## config.mk

```make
export PLATFORM = sky130hd
export DESIGN_NAME = seg7_scan_driver
export DESIGN_NICKNAME = d
export VERILOG_FILES = /design/src/rtl/seg7_pkg.sv /design/src/rtl/seg7_decode.sv /design/src/rtl/seg7_scan_driver.sv
export SDC_FILE = /design/constraint.sdc
export NUM_CORES = 1
export LEC_CHECK = 0
export CAP_MARGIN = 20
export CORE_MARGIN = 2
export CORE_UTILIZATION = 55
export CTS_BUF_LIST = sky130_fd_sc_hd__clkbuf_4 sky130_fd_sc_hd__clkbuf_8 sky130_fd_sc_hd__clkbuf_16
export DETAILED_ROUTE_END_ITERATION = 12
export GPL_TIMING_DRIVEN = 0
export PLACE_DENSITY = 0.78
export SETUP_SLACK_MARGIN = 0.15
export SYNTH_ARGS = -nofsm -noshare
export SYNTH_HDL_FRONTEND = slang
export SYNTH_HIERARCHICAL = 1
export SYNTH_SLANG_ARGS = --single-unit
```

## constraint.sdc

```tcl
create_clock -name clk -period 3.4 [get_ports clk]
set_clock_uncertainty 0.1 [all_clocks]
set_input_delay 0.68 -clock clk [delete_from_list [all_inputs] [get_ports clk]]
set_output_delay 0.68 -clock clk [all_outputs]
set_load 0.005 [all_outputs]
```

## src/rtl/seg7_pkg.sv

```systemverilog
// Shared constants for the 7-segment scan driver: segment codes {g,f,e,d,c,b,a}
// (active-high) for 0-F and blank, digit width, and a polarity helper.
package seg7_pkg;

  localparam int DIGIT_W = 4;

  localparam logic [6:0] SEG_0     = 7'b0111111;
  localparam logic [6:0] SEG_1     = 7'b0000110;
  localparam logic [6:0] SEG_2     = 7'b1011011;
  localparam logic [6:0] SEG_3     = 7'b1001111;
  localparam logic [6:0] SEG_4     = 7'b1100110;
  localparam logic [6:0] SEG_5     = 7'b1101101;
  localparam logic [6:0] SEG_6     = 7'b1111101;
  localparam logic [6:0] SEG_7     = 7'b0000111;
  localparam logic [6:0] SEG_8     = 7'b1111111;
  localparam logic [6:0] SEG_9     = 7'b1101111;
  localparam logic [6:0] SEG_A     = 7'b1110111;
  localparam logic [6:0] SEG_B     = 7'b1111100;
  localparam logic [6:0] SEG_C     = 7'b0111001;
  localparam logic [6:0] SEG_D     = 7'b1011110;
  localparam logic [6:0] SEG_E     = 7'b1111001;
  localparam logic [6:0] SEG_F     = 7'b1110001;
  localparam logic [6:0] SEG_BLANK = 7'b0000000;

  // Converts an active-high segment pattern to pin polarity.
  function automatic logic [6:0] apply_pol7(input logic [6:0] pattern, input logic act_low);
    return pattern ^ {7{act_low}};
  endfunction

endpackage

```

## src/rtl/seg7_decode.sv

```systemverilog
// Combinational 4-bit digit to 7-segment decoder (active-high output).
// Hex glyphs for 10-15 are enabled by defining SEG7_HEX_EN; otherwise they decode blank.
module seg7_decode
  import seg7_pkg::*;
(
  input  logic [DIGIT_W-1:0] value,
  output logic [6:0]         seg
);

  // Digit value to segment pattern lookup.
  always_comb begin
    seg = SEG_BLANK;
    case (value)
      4'd0:    seg = SEG_0;
      4'd1:    seg = SEG_1;
      4'd2:    seg = SEG_2;
      4'd3:    seg = SEG_3;
      4'd4:    seg = SEG_4;
      4'd5:    seg = SEG_5;
      4'd6:    seg = SEG_6;
      4'd7:    seg = SEG_7;
      4'd8:    seg = SEG_8;
      4'd9:    seg = SEG_9;
`ifdef SEG7_HEX_EN
      4'd10:   seg = SEG_A;
      4'd11:   seg = SEG_B;
      4'd12:   seg = SEG_C;
      4'd13:   seg = SEG_D;
      4'd14:   seg = SEG_E;
      4'd15:   seg = SEG_F;
`else
      4'd10, 4'd11, 4'd12,
      4'd13, 4'd14, 4'd15: seg = SEG_BLANK;
`endif
      default: seg = SEG_BLANK;
    endcase
  end

endmodule

```

## src/rtl/seg7_scan_driver.sv

```systemverilog
// Time-multiplexed DIGITS-wide 7-segment driver with shadow/display double buffering,
// leading-zero blanking and registered pin outputs. Optional hex glyphs: SEG7_HEX_EN.
module seg7_scan_driver
  import seg7_pkg::*;
#(
  parameter int DIGITS      = 4,
  parameter int REFRESH_DIV = 50000,
  parameter int ACTIVE_LOW  = 1
) (
  input  logic                    clk,
  input  logic                    rst_n,
  input  logic [DIGIT_W*DIGITS-1:0] din,
  input  logic [DIGITS-1:0]       dp_in,
  input  logic                    load,
  input  logic                    blank_lz,
  output logic [6:0]              seg,
  output logic                    dp,
  output logic [DIGITS-1:0]       an,
  output logic                    frame_done
);

  localparam int VAL_W = DIGIT_W * DIGITS;
  localparam int IDX_W = (DIGITS > 1) ? $clog2(DIGITS) : 1;
  localparam int PRE_W = $clog2(REFRESH_DIV);
  localparam logic [PRE_W-1:0] PRE_LAST = PRE_W'(REFRESH_DIV - 1);
  localparam logic [IDX_W-1:0] IDX_LAST = IDX_W'(DIGITS - 1);
  localparam logic             POL      = (ACTIVE_LOW != 0);

  logic [PRE_W-1:0]  presc_r;
  logic [IDX_W-1:0]  idx_r;
  logic [VAL_W-1:0]  shadow_val_r;
  logic [DIGITS-1:0] shadow_dp_r;
  logic [VAL_W-1:0]  disp_val_r;
  logic [DIGITS-1:0] disp_dp_r;
  logic              disp_blz_r;
  logic [6:0]        seg_r;
  logic              dp_r;
  logic [DIGITS-1:0] an_r;
  logic              frame_done_r;

  logic              presc_tc_s;
  logic              wrap_s;
  logic [DIGIT_W-1:0] sel_val_s;
  logic              sel_dp_s;
  logic              upper_zero_s;
  logic [DIGITS-1:0] an_onehot_s;
  logic              blank_s;
  logic [6:0]        dec_seg_s;
  logic [6:0]        seg_next_s;

  assign presc_tc_s = (presc_r == PRE_LAST);
  assign wrap_s     = presc_tc_s && (idx_r == IDX_LAST);

  // Refresh prescaler: one terminal count per digit slot.
  always_ff @(posedge clk or negedge rst_n) begin
    if (!rst_n) begin
      presc_r <= '0;
    end else if (presc_tc_s) begin
      presc_r <= '0;
    end else begin
      presc_r <= presc_r + PRE_W'(1);
    end
  end

  // Digit index advances on each prescaler terminal count.
  always_ff @(posedge clk or negedge rst_n) begin
    if (!rst_n) begin
      idx_r <= '0;
    end else if (wrap_s) begin
      idx_r <= '0;
    end else if (presc_tc_s) begin
      idx_r <= idx_r + IDX_W'(1);
    end else begin
      idx_r <= idx_r;
    end
  end

  // Shadow capture; the last of several back-to-back loads wins.
  always_ff @(posedge clk or negedge rst_n) begin
    if (!rst_n) begin
      shadow_val_r <= '0;
      shadow_dp_r  <= '0;
    end else if (load) begin
      shadow_val_r <= din;
      shadow_dp_r  <= dp_in;
    end else begin
      shadow_val_r <= shadow_val_r;
      shadow_dp_r  <= shadow_dp_r;
    end
  end

  // Display copy only at frame wrap, so a frame never mixes old and new data.
  always_ff @(posedge clk or negedge rst_n) begin
    if (!rst_n) begin
      disp_val_r <= '0;
      disp_dp_r  <= '0;
      disp_blz_r <= 1'b0;
    end else if (wrap_s) begin
      disp_val_r <= shadow_val_r;
      disp_dp_r  <= shadow_dp_r;
      disp_blz_r <= blank_lz;
    end else begin
      disp_val_r <= disp_val_r;
      disp_dp_r  <= disp_dp_r;
      disp_blz_r <= disp_blz_r;
    end
  end

  // Digit select, one-hot enable, and "this digit and all above are zero" detect.
  always_comb begin
    sel_val_s    = 4'h0;
    sel_dp_s     = 1'b0;
    upper_zero_s = 1'b1;
    an_onehot_s  = '0;
    for (int j = 0; j < DIGITS; j++) begin
      an_onehot_s[j] = (idx_r == IDX_W'(j));
      sel_val_s      = an_onehot_s[j] ? disp_val_r[j*DIGIT_W +: DIGIT_W] : sel_val_s;
      sel_dp_s       = an_onehot_s[j] ? disp_dp_r[j] : sel_dp_s;
      upper_zero_s   = ((IDX_W'(j) >= idx_r) && (disp_val_r[j*DIGIT_W +: DIGIT_W] != 4'h0))
                       ? 1'b0 : upper_zero_s;
    end
  end

  seg7_decode u_decode (
    .value (sel_val_s),
    .seg   (dec_seg_s)
  );

  assign blank_s    = disp_blz_r && (idx_r != IDX_W'(0)) && upper_zero_s;
  assign seg_next_s = blank_s ? SEG_BLANK : dec_seg_s;

  // Pin registers: polarity applied last, inactive level while in reset.
  always_ff @(posedge clk or negedge rst_n) begin
    if (!rst_n) begin
      seg_r        <= {7{POL}};
      dp_r         <= POL;
      an_r         <= {DIGITS{POL}};
      frame_done_r <= 1'b0;
    end else begin
      seg_r        <= apply_pol7(seg_next_s, POL);
      dp_r         <= sel_dp_s ^ POL;
      an_r         <= an_onehot_s ^ {DIGITS{POL}};
      frame_done_r <= wrap_s;
    end
  end

  assign seg        = seg_r;
  assign dp         = dp_r;
  assign an         = an_r;
  assign frame_done = frame_done_r;

endmodule

```

==> metrics.txt <==
Yosys top cell by area dfrtp_1; Final Hold Fails 0; final core utilization 67.0%; Syn Nets 287; CTS H-tree lvls 3; post-CTS setup buffers 0; sw frac about a fifth; clock latency on the worst-skew pair 0.34 ns; Sequential Power Share approximately 55%; DRC Markers 0; DPL Wire Length between 3000 and 4000 um; CP Class reg2reg; Slew Limit Fails 0; layout net count 333; CP Launch Type flop; pin count of the biggest net entering global routing 73; vias in the first global route 2076; Routed Antenna Nets 0; RSZ-0062 raised after global routing false; commonest non-fill, non-tap cell in the layout dfrtp_1; clock-pin slew on the worst setup and hold paths 0.08 ns; Vias/cell 5.35; endpoints failing setup 0; clk sinks 72; synthesized flop and latch total 72; Initial Utilization 56.0%; Slew @ Worst Pin 0.870 ns; largest cells by area after synthesis dfrtp_1 46%, dfstp_2 9.7%, mux2_4 8.8%; R2R depth 11; Pint 1.28 mW; Gate power share about 4.4%; hold_buf cts 0; Synth top area share 46.1%; DR pass1 iterations 4; Max Cap Viol 0; HP Class in2async; fin crit period 2.88 ns; clock buffer count from CTS 9; Unique masters post-synth 35; Total Routed Length 5470 um; antenna violations before repair 0; Mapped Cells 251; Worst R2R Setup Slack 0.52 ns; sequential share of the synthesized area between 50 and 60%; power share of the clock group 40.4%; Placer Congestion 0.867; commonest cells after routing, fill and taps aside 60 x dfrtp_1, 34 x clkdlybuf4s50_1, 22 x mux2_2, 19 x mux2_4, 18 x nor2_1; Leak 1.79 nW; Port Buf Inserts 35; CP required ~3.6 ns; first-pass GRT wire length 9380 um; Total Power 1.62 mW; core footprint roughly 0.0058 mm2; share of post-route cells with drive strength above 1 25.9%; CTS root buffer clkbuf_8; Core Rows 28; cell area after synthesis 0.00326 mm2; Tcrit/Tclk final 84.6%; Die Y-Extent 81.0 um; ANT cells 0; r2r endpoint seg[0]$_DFF_PN1_; CTS tree done; relative slew slack between 40% and 50%; reg2reg start idx_r[0]$_DFFE_PN0P_; Iteration-0 DRC Markers 85; # IOs 37; Congestion Overflow GR 0; post-DR wirelength/cell 14.5 um; Area Growth Syn to Fin 19.5%; status complete, no violations; die width 81.0 um; crit path DAT between 3 and 4 ns; CP Capture Type flop; switching power 0.336 mW; Worst Path Max Fanout 7; clock tree buffer depth 2; Vias between 2000 and 2500; Syn Area/Cell 13.0 um2; yosys warns 6; Max VDD drop around 0.32 mV; total global routing track utilization around a fifth; Power Density 416 mW/mm2; Die ar. 0.00656 mm2; Fmax 0.347 GHz; post_cts resized 0
[synthesized netlist by cell type]
master / n
dfrtp_1: 60
mux2_2: 22
mux2_4: 19
nor2_1: 18
nand2_1: 17
inv_1: 14
dfstp_2: 12
ha_1: 12
xnor2_1: 9
nand3_1: 8
a221oi_1: 5
nor3_1: 5
o21ai_0: 5
o22ai_1: 5
xor2_1: 5
buf_6: 4
clkbuf_1: 4
o31ai_1: 4
a21oi_1: 2
mux2i_1: 2
nand4_1: 2
nor2b_1: 2
nor4_1: 2
or4_1: 2
a21o_2: 1
nand2_2: 1
nand2b_1: 1
nand2b_4: 1
nand4bb_1: 1
nor4_4: 1
nor4b_1: 1
o2111ai_1: 1
o31a_1: 1
or4b_1: 1
or4bb_1: 1
[critical path, cell delays in order, from the launching register on]
cell and delay (ns):
dfrtp_1 0.43, inv_1 0.14, ha_1 0.23, nor2b_1 0.35
a221oi_1 0.16, o31ai_2 0.52, inv_1 0.22, ha_1 0.24
nor2_1 0.11, a21oi_1 0.06, o22ai_1 0.16, nand2_1 0.07
[per-layer routing]
metal	track usage, %	part of all wire [%]
met5	0	0
met4	9.66	2.0
met3	5.56	4.0
met2	29.2	47
met1	25.2	47
[how the worst max path moves through the flow]
| stage | slack (ns) | end | startpoint | depth (start not counted) |
|---|---|---|---|---|
| detailed placement | 0.27 | seg[0]$_DFF_PN1_ | idx_r[1]$_DFFE_PN0P_ | 11 |
| floorplan | 0.83 | seg[0]$_DFF_PN1_ | idx_r[1]$_DFFE_PN0P_ | 11 |
| global route | 0.17 | seg[0]$_DFF_PN1_ | idx_r[1]$_DFFE_PN0P_ | 11 |
| global placement | -0.75 | shadow_val_r[0]$_DFFE_PN0P_ | rst_n | 1 |
| finish | 0.52 | seg[0]$_DFF_PN1_ | idx_r[0]$_DFFE_PN0P_ | 11 |
| CTS | 0.23 | seg[0]$_DFF_PN1_ | idx_r[1]$_DFFE_PN0P_ | 11 |
[power by group through the flow]
stage / Clock, mW / Combinational (mW) / Sequential, mW
detailed placement: 0 / 0.0739 / 0.910
global placement: 0 / 0.0722 / 0.909
floorplan: 0 / 0.0299 / 0.906
global route: 0.719 / 0.0806 / 0.896
CTS: 0.678 / 0.0741 / 0.894
finish: 0.655 / 0.0721 / 0.894
[per-stage QoR]
stage               TNS, ns  worst slack, ns  hold WS [ns]  cell area (um2)  cells
finish                    0            0.522         0.343             3900    376
global route              0            0.167         0.359             3900    376
CTS                       0            0.228         0.345             3890    376
detailed placement        0            0.268         0.333             3700    361
global placement     -44.54           -0.746         0.315             3700    361
floorplan                 0            0.830         0.283             3260    251
[cell type report]
class,instances,area (um2)
buffer,8,60.1
clock buffer,11,145
clock inverter,4,45.0
fill,471,1920
inverter,14,52.6
multi-input combinational,157,1340
sequential,72,1820
tap,75,93.8
timing repair buffer,35,348
[logic make-up (layout without fill, tap and decap cells)]
family	after synthesis	after routing	share of synthesized area [%]
adders and majority gates	12	12	4.61
buffers and inverters	22	72	3.45
DFF	72	72	55.7
AOI/OAI and AO/OA	24	24	5.11
and+or+nand+nor	64	64	10.4
xor gates and xnor gates	14	14	3.76
muxes	43	43	17.0
[flip-flops by register name, summed over array words and instances (netlist names)]
register / count
dp: 1
an: 4
idx_r: 2
disp_blz_r: 1
disp_val_r: 16
seg: 7
presc_r: 16
disp_dp_r: 4
frame_done: 1
shadow_val_r: 16
shadow_dp_r: 4
Note: power is estimated with default switching activity, not from simulation.
==> patch 1: new RTL, same flow settings <==
The option `SEG7_HEX_EN` is turned on by a define.
--- a/src/rtl/seg7_decode.sv
+++ b/src/rtl/seg7_decode.sv
@@ -1,5 +1,7 @@
 // Combinational 4-bit digit to 7-segment decoder (active-high output).
 // Hex glyphs for 10-15 are enabled by defining SEG7_HEX_EN; otherwise they decode blank.
+`define SEG7_HEX_EN
+
 module seg7_decode
   import seg7_pkg::*;
 (
Function: same outputs for any inputs over 10 cycles, from zero or initial values and one cycle with rst_n low; that may be too few to reach the edited logic, so the function may still have changed.
==> patch 1 against the original RTL <==
Power grew 5.5%. Design area rose by 2.6%. Hold slack got worse by 0.020 ns. Non-clock buffer count stayed put. Fmax is 3.2% lower. Sequential cell count did not move. Critical path type unchanged. Count of clock-buffer cells in the layout down 2. Highest routed layer unchanged. Worst setup slack got worse by 0.095 ns. Critical endpoint is now seg[3]. Final cell count rose by 1.6%. Synthesized area up 2.1%. Critical path depth down 2. Wire length rose by 9.0%.
==> patch 1: results (changes against the original RTL) <==
| Metric | Value |
|---|---|
| Detail Placement HPWL | 4061 um (+8.3%) |
| Vias in the first global route | 2075 (-0.048%) |
| Ratio of cells with drive above 1 in the final layout | 26.71% (+0.80 points) |
| Root Buffer | clkbuf_8 |
| Antenna violations before repair | 0 (unchanged) |
| Hold WC Path Type | reg -> reg |
| Global Route Usage Sum | 20.18% (+0.98 points) |
| Ant. Diodes | 0 (unchanged) |
| # fillers | 443 (-5.9%) |
| Clk_lat worst skew | 0.34 ns (about the same) |
| Post-synthesis sequential area ratio | 54.61% (-1.1 points) |
| Num CTS Buffers | 9 (unchanged) |
| Post-synthesis cell type count | 38 (+8.6%) |
| Gpl congestion | 0.8501 (-1.9%) |
| Largest registers | disp_val_r x16, presc_r x16, shadow_val_r x16 |
| Vias/cell | 5.385 (+0.58%) |
| First-pass GRT wire length | 9887 um (+5.4%) |
| Top post-synthesis cells by area | dfrtp_1, dfstp_2, mux2_4 |
| DR iter-0 viols | 61 (-28%) |
| Max Root-Sink Buffers | 2 (unchanged) |
| Largest net degree at the start of global routing | 73 (unchanged) |
| Syn nets | 293 (+2.1%) |
| Fin nets | 339 (+1.8%) |
| Maximum vdd drop | 0.3113 mV (-3.5%) |
| Htree depth | 3 (unchanged) |
| Number of setup buffers added after CTS | 0 (unchanged) |
| Input/output buffers | 35 (unchanged) |
| Worst-path clk slew | 0.08 ns (about the same) |
| Routed WL | 5959 um (+9.0%) |
| Asr flop ratio synth | 100.0% (unchanged) |
| Worst-margin pin slew | 0.8562 ns (-0.01337 ns) |
| Outcome | finished, final reports clean |
| P_leak | 1.804 nW (+0.72%) |
| Max FO, Critical Path | 5 (-2) |
| Post-synth top cells | dfrtp_1, mux2_2, mux2_4 |
## patch 1: what timing repair did
item / in CTS / in global routing
setup endpoints to repair: 0 / 1
gates resized for setup: 0 / 2
hold endpoints to repair: 0 / 0
hold buffers: 0 / 0
## patch 1: final cells by class
cell class	instances	area share (%)
Buffer	8	1.345
Tap cell	75	2.347
Multi-Input combinational cell	163	35.45
Sequential cell	72	45.43
Clock inverter	7	2.409
Timing Repair Buffer	35	8.698
Inverter	13	1.220
Clock buffer	9	3.098
## patch 1: cells by family (layout without fill, tap and decap cells)
logic type	Yosys count	after routing	synth area share, %
flops	72	72	54.61
simple gates	69	69	10.87
mux	48	48	18.73
buf+inv	21	72	3.084
compound gates	20	20	4.400
fa+ha+maj	13	13	4.889
xor+xnor	13	13	3.422
## patch 1: layer usage
layer	global-route usage (%)	share of wire, %
met1	25.40	43
met2	33.41	52
met3	3.846	3.3
met4	10.00	1.9
met5	0	0
## patch 1: power by group
part / total [mW] / switching [mW] / leakage [nW] / internal [mW]
Sequential: 0.895 / 0.0136 / 0.901 / 0.881
Combinational: 0.0725 / 0.0282 / 0.802 / 0.0443
Clock: 0.743 / 0.330 / 0.101 / 0.412
## patch 1: path summary, 6_finish.rpt
kind	slack [ns]	cells after the start	end	startpoint
max	0.43	9	seg[3]	idx_r[0]
min	0.32	1	dp	disp_dp_r[3]
max reg2reg	0.43	9	seg[3]	idx_r[0]
min reg2reg	0.32	1	dp	disp_dp_r[3]
max in group asynchronous	2.30	1	shadow_val_r[5]	rst_n
min in group asynchronous	0.35	1	presc_r[11]	rst_n
## patch 1: critical path, cell delays in order, from the launching register on
cell and delay (ns):
dfrtp_1 0.43, inv_1 0.14, ha_1 0.24, nor2b_1 0.35, a221oi_1 0.16, o31ai_2 0.42, inv_1 0.17, ha_1 0.33
mux4_1 0.49, nand2_1 0.07
## patch 1: metrics by stage
stage,util (%),setup slack (ns),cell area [sq um],cells
finish,67.94,0.4274,3999,382
global route,67.94,0.2963,3999,382
CTS,67.77,0.2375,3989,382
detailed placement,64.03,0.2772,3769,366
global placement,64.07,-0.7559,3771,366
floorplan,-,0.7410,3327,256
==> patch 2: new RTL, same flow settings <==
Without the edit above. Remove the register `an_r`: a continuous assignment takes its place, so the output `an` follows one clock earlier.
--- a/src/rtl/seg7_scan_driver.sv
+++ b/src/rtl/seg7_scan_driver.sv
@@ -134,15 +134,15 @@
     if (!rst_n) begin
       seg_r        <= {7{POL}};
       dp_r         <= POL;
-      an_r         <= {DIGITS{POL}};
       frame_done_r <= 1'b0;
     end else begin
       seg_r        <= apply_pol7(seg_next_s, POL);
       dp_r         <= sel_dp_s ^ POL;
-      an_r         <= an_onehot_s ^ {DIGITS{POL}};
       frame_done_r <= wrap_s;
     end
   end
+
+  assign an_r = an_onehot_s ^ {DIGITS{POL}};
 
   assign seg        = seg_r;
   assign dp         = dp_r;
Formal check against the unedited RTL: not equivalent (Yosys sat finds a counterexample within 4 cycles, from zero or initial values and one cycle with rst_n low).
==> patch 2 against the original RTL <==
Wire length grew 1.6%. Core utilization rose by 2.2 points. Global-route usage is 1.6 points higher. Synthesized cell count up 2.4%. Synthesized area is 2.2% lower. Critical path depth is 7 lower. Die area shrank 2.1%. Sequential cell count decreased by 4. Design area is 1.5% lower. Power decreased by 1.7%. Worst setup slack improved by 0.12 ns.
==> patch 2: results (changes against the original RTL) <==
| Metric | Value |
|---|---|
| Max FO, Critical Path | 10 (+3) |
| Post-synth top cells | dfrtp_1, nand2_1, mux2_2 |
| Worst Reg-to-Reg Cells | 13 (+2) |
| Post-synthesis cell type count | 36 (+2.9%) |
| Flop-to-flop setup slack | 0.71 ns (+0.19 ns) |
| Vias | 2002 (-0.55%) |
| Global Route Usage Sum | 20.82% (+1.6 points) |
| Largest net degree at the start of global routing | 69 (-5.5%) |
| Ratio of cells with drive above 1 in the final layout | 24.35% (-1.6 points) |
| Detail Placement HPWL | 3949 um (+5.4%) |
| Vias in the first global route | 2121 (+2.2%) |
| Area after DPL | 3626 sq um (-2.0%) |
| Hold WC Path Type | reg -> reg |
| DR iter-0 viols | 89 (+4.7%) |
| P_leak | 1.758 nW (-1.9%) |
| Outcome | finished, final reports clean |
| Post-synthesis sequential area ratio | 53.69% (-2.0 points) |
| Fin nets | 339 (+1.8%) |
| Gpl congestion | 0.8531 (-1.6%) |
| Delay-heaviest family, CP | buffers and inverters |
| First-pass GRT wire length | 10030 um (+6.9%) |
| Detailed-route wire length per cell | 14.63 um (+0.56%) |
| Worst-margin pin slew | 0.8162 ns (-0.05341 ns) |
| Worst Path Arrival | 1.98 ns (-1.05 ns) |
| FF-to-FF Start | idx_r[1] |
| CP peak stage delay | 0.49 ns (-0.03 ns) |
| Maximum vdd drop | 0.4076 mV (+26%) |
| Pre-CTS WS | 0.2366 ns (-0.03165 ns) |
| Top post-synthesis cells by area | dfrtp_1, mux2_4, mux2_2 |
| Slowest-stage cell, CP | clkdlybuf4s50_1 |
| Syn nets | 293 (+2.1%) |
-- patch 2: worst max-delay path by stage --
stage | cells past startpoint | to | from | slack, ns
6_report | 4 | an[3] | idx_r[0] | 0.64
5_1_grt | 13 | seg[3] | idx_r[1] | 0.39
4_1_cts | 13 | seg[0] | idx_r[1] | 0.20
3_5_place_dp | 13 | seg[0] | idx_r[1] | 0.24
3_3_place_gp | 1 | shadow_val_r[14] | rst_n | -0.64
2_1_floorplan | 13 | seg[0] | idx_r[1] | 0.81
-- patch 2: cells by family (layout without fill, tap and decap cells) --
kind of cell | Yosys count | in the layout | synth area share, %
fa+ha+maj | 12 | 12 | 4.709
buf+inv | 24 | 75 | 3.767
simple gates | 67 | 67 | 11.30
flops | 68 | 68 | 53.69
mux | 43 | 43 | 17.35
compound gates | 29 | 29 | 5.338
xor+xnor | 14 | 14 | 3.846
-- patch 2: layout make-up --
class / count / area [sq um]
inverter: 14 / 52.55
timing repair buffer: 35 / 347.8
multi-input combinational: 165 / 1360
tap: 72 / 90.09
fill: 440 / 1704
buffer: 10 / 67.56
clock inverter: 4 / 47.55
clock buffer: 12 / 158.9
sequential: 68 / 1712
-- patch 2: report_power, final --
group / total, mW / internal, mW / switching, mW
Clock: 0.674 / 0.384 / 0.290
Combinational: 0.0722 / 0.0448 / 0.0274
Sequential: 0.847 / 0.834 / 0.0130
Total: 1.59 / 1.26 / 0.331
-- patch 2: through the flow --
step                utilization [%]  cells  power [mW]  hold slack (ns)
global placement              65.49    364      0.9329           0.3037
CTS                           69.17    380       1.612           0.3233
global route                  69.24    380       1.657           0.3340
finish                        69.24    380       1.593           0.3182
floorplan                         -    257      0.8877           0.2793
detailed placement            65.45    364      0.9370           0.3067
-- patch 2: timing repair --
action	4_1_cts	5_1_grt
hold buffers	0	0
resized for setup	0	2
endpoints found under the setup margin	0	6
-- patch 2: per-layer routing --
layer	track usage, %	up-vias	share of wire (%)
li1	-	974	-
met1	27.05	967	45
met2	33.00	48	48
met3	4.494	13	4.0
met4	10.51	0	2.3
met5	0	-	0
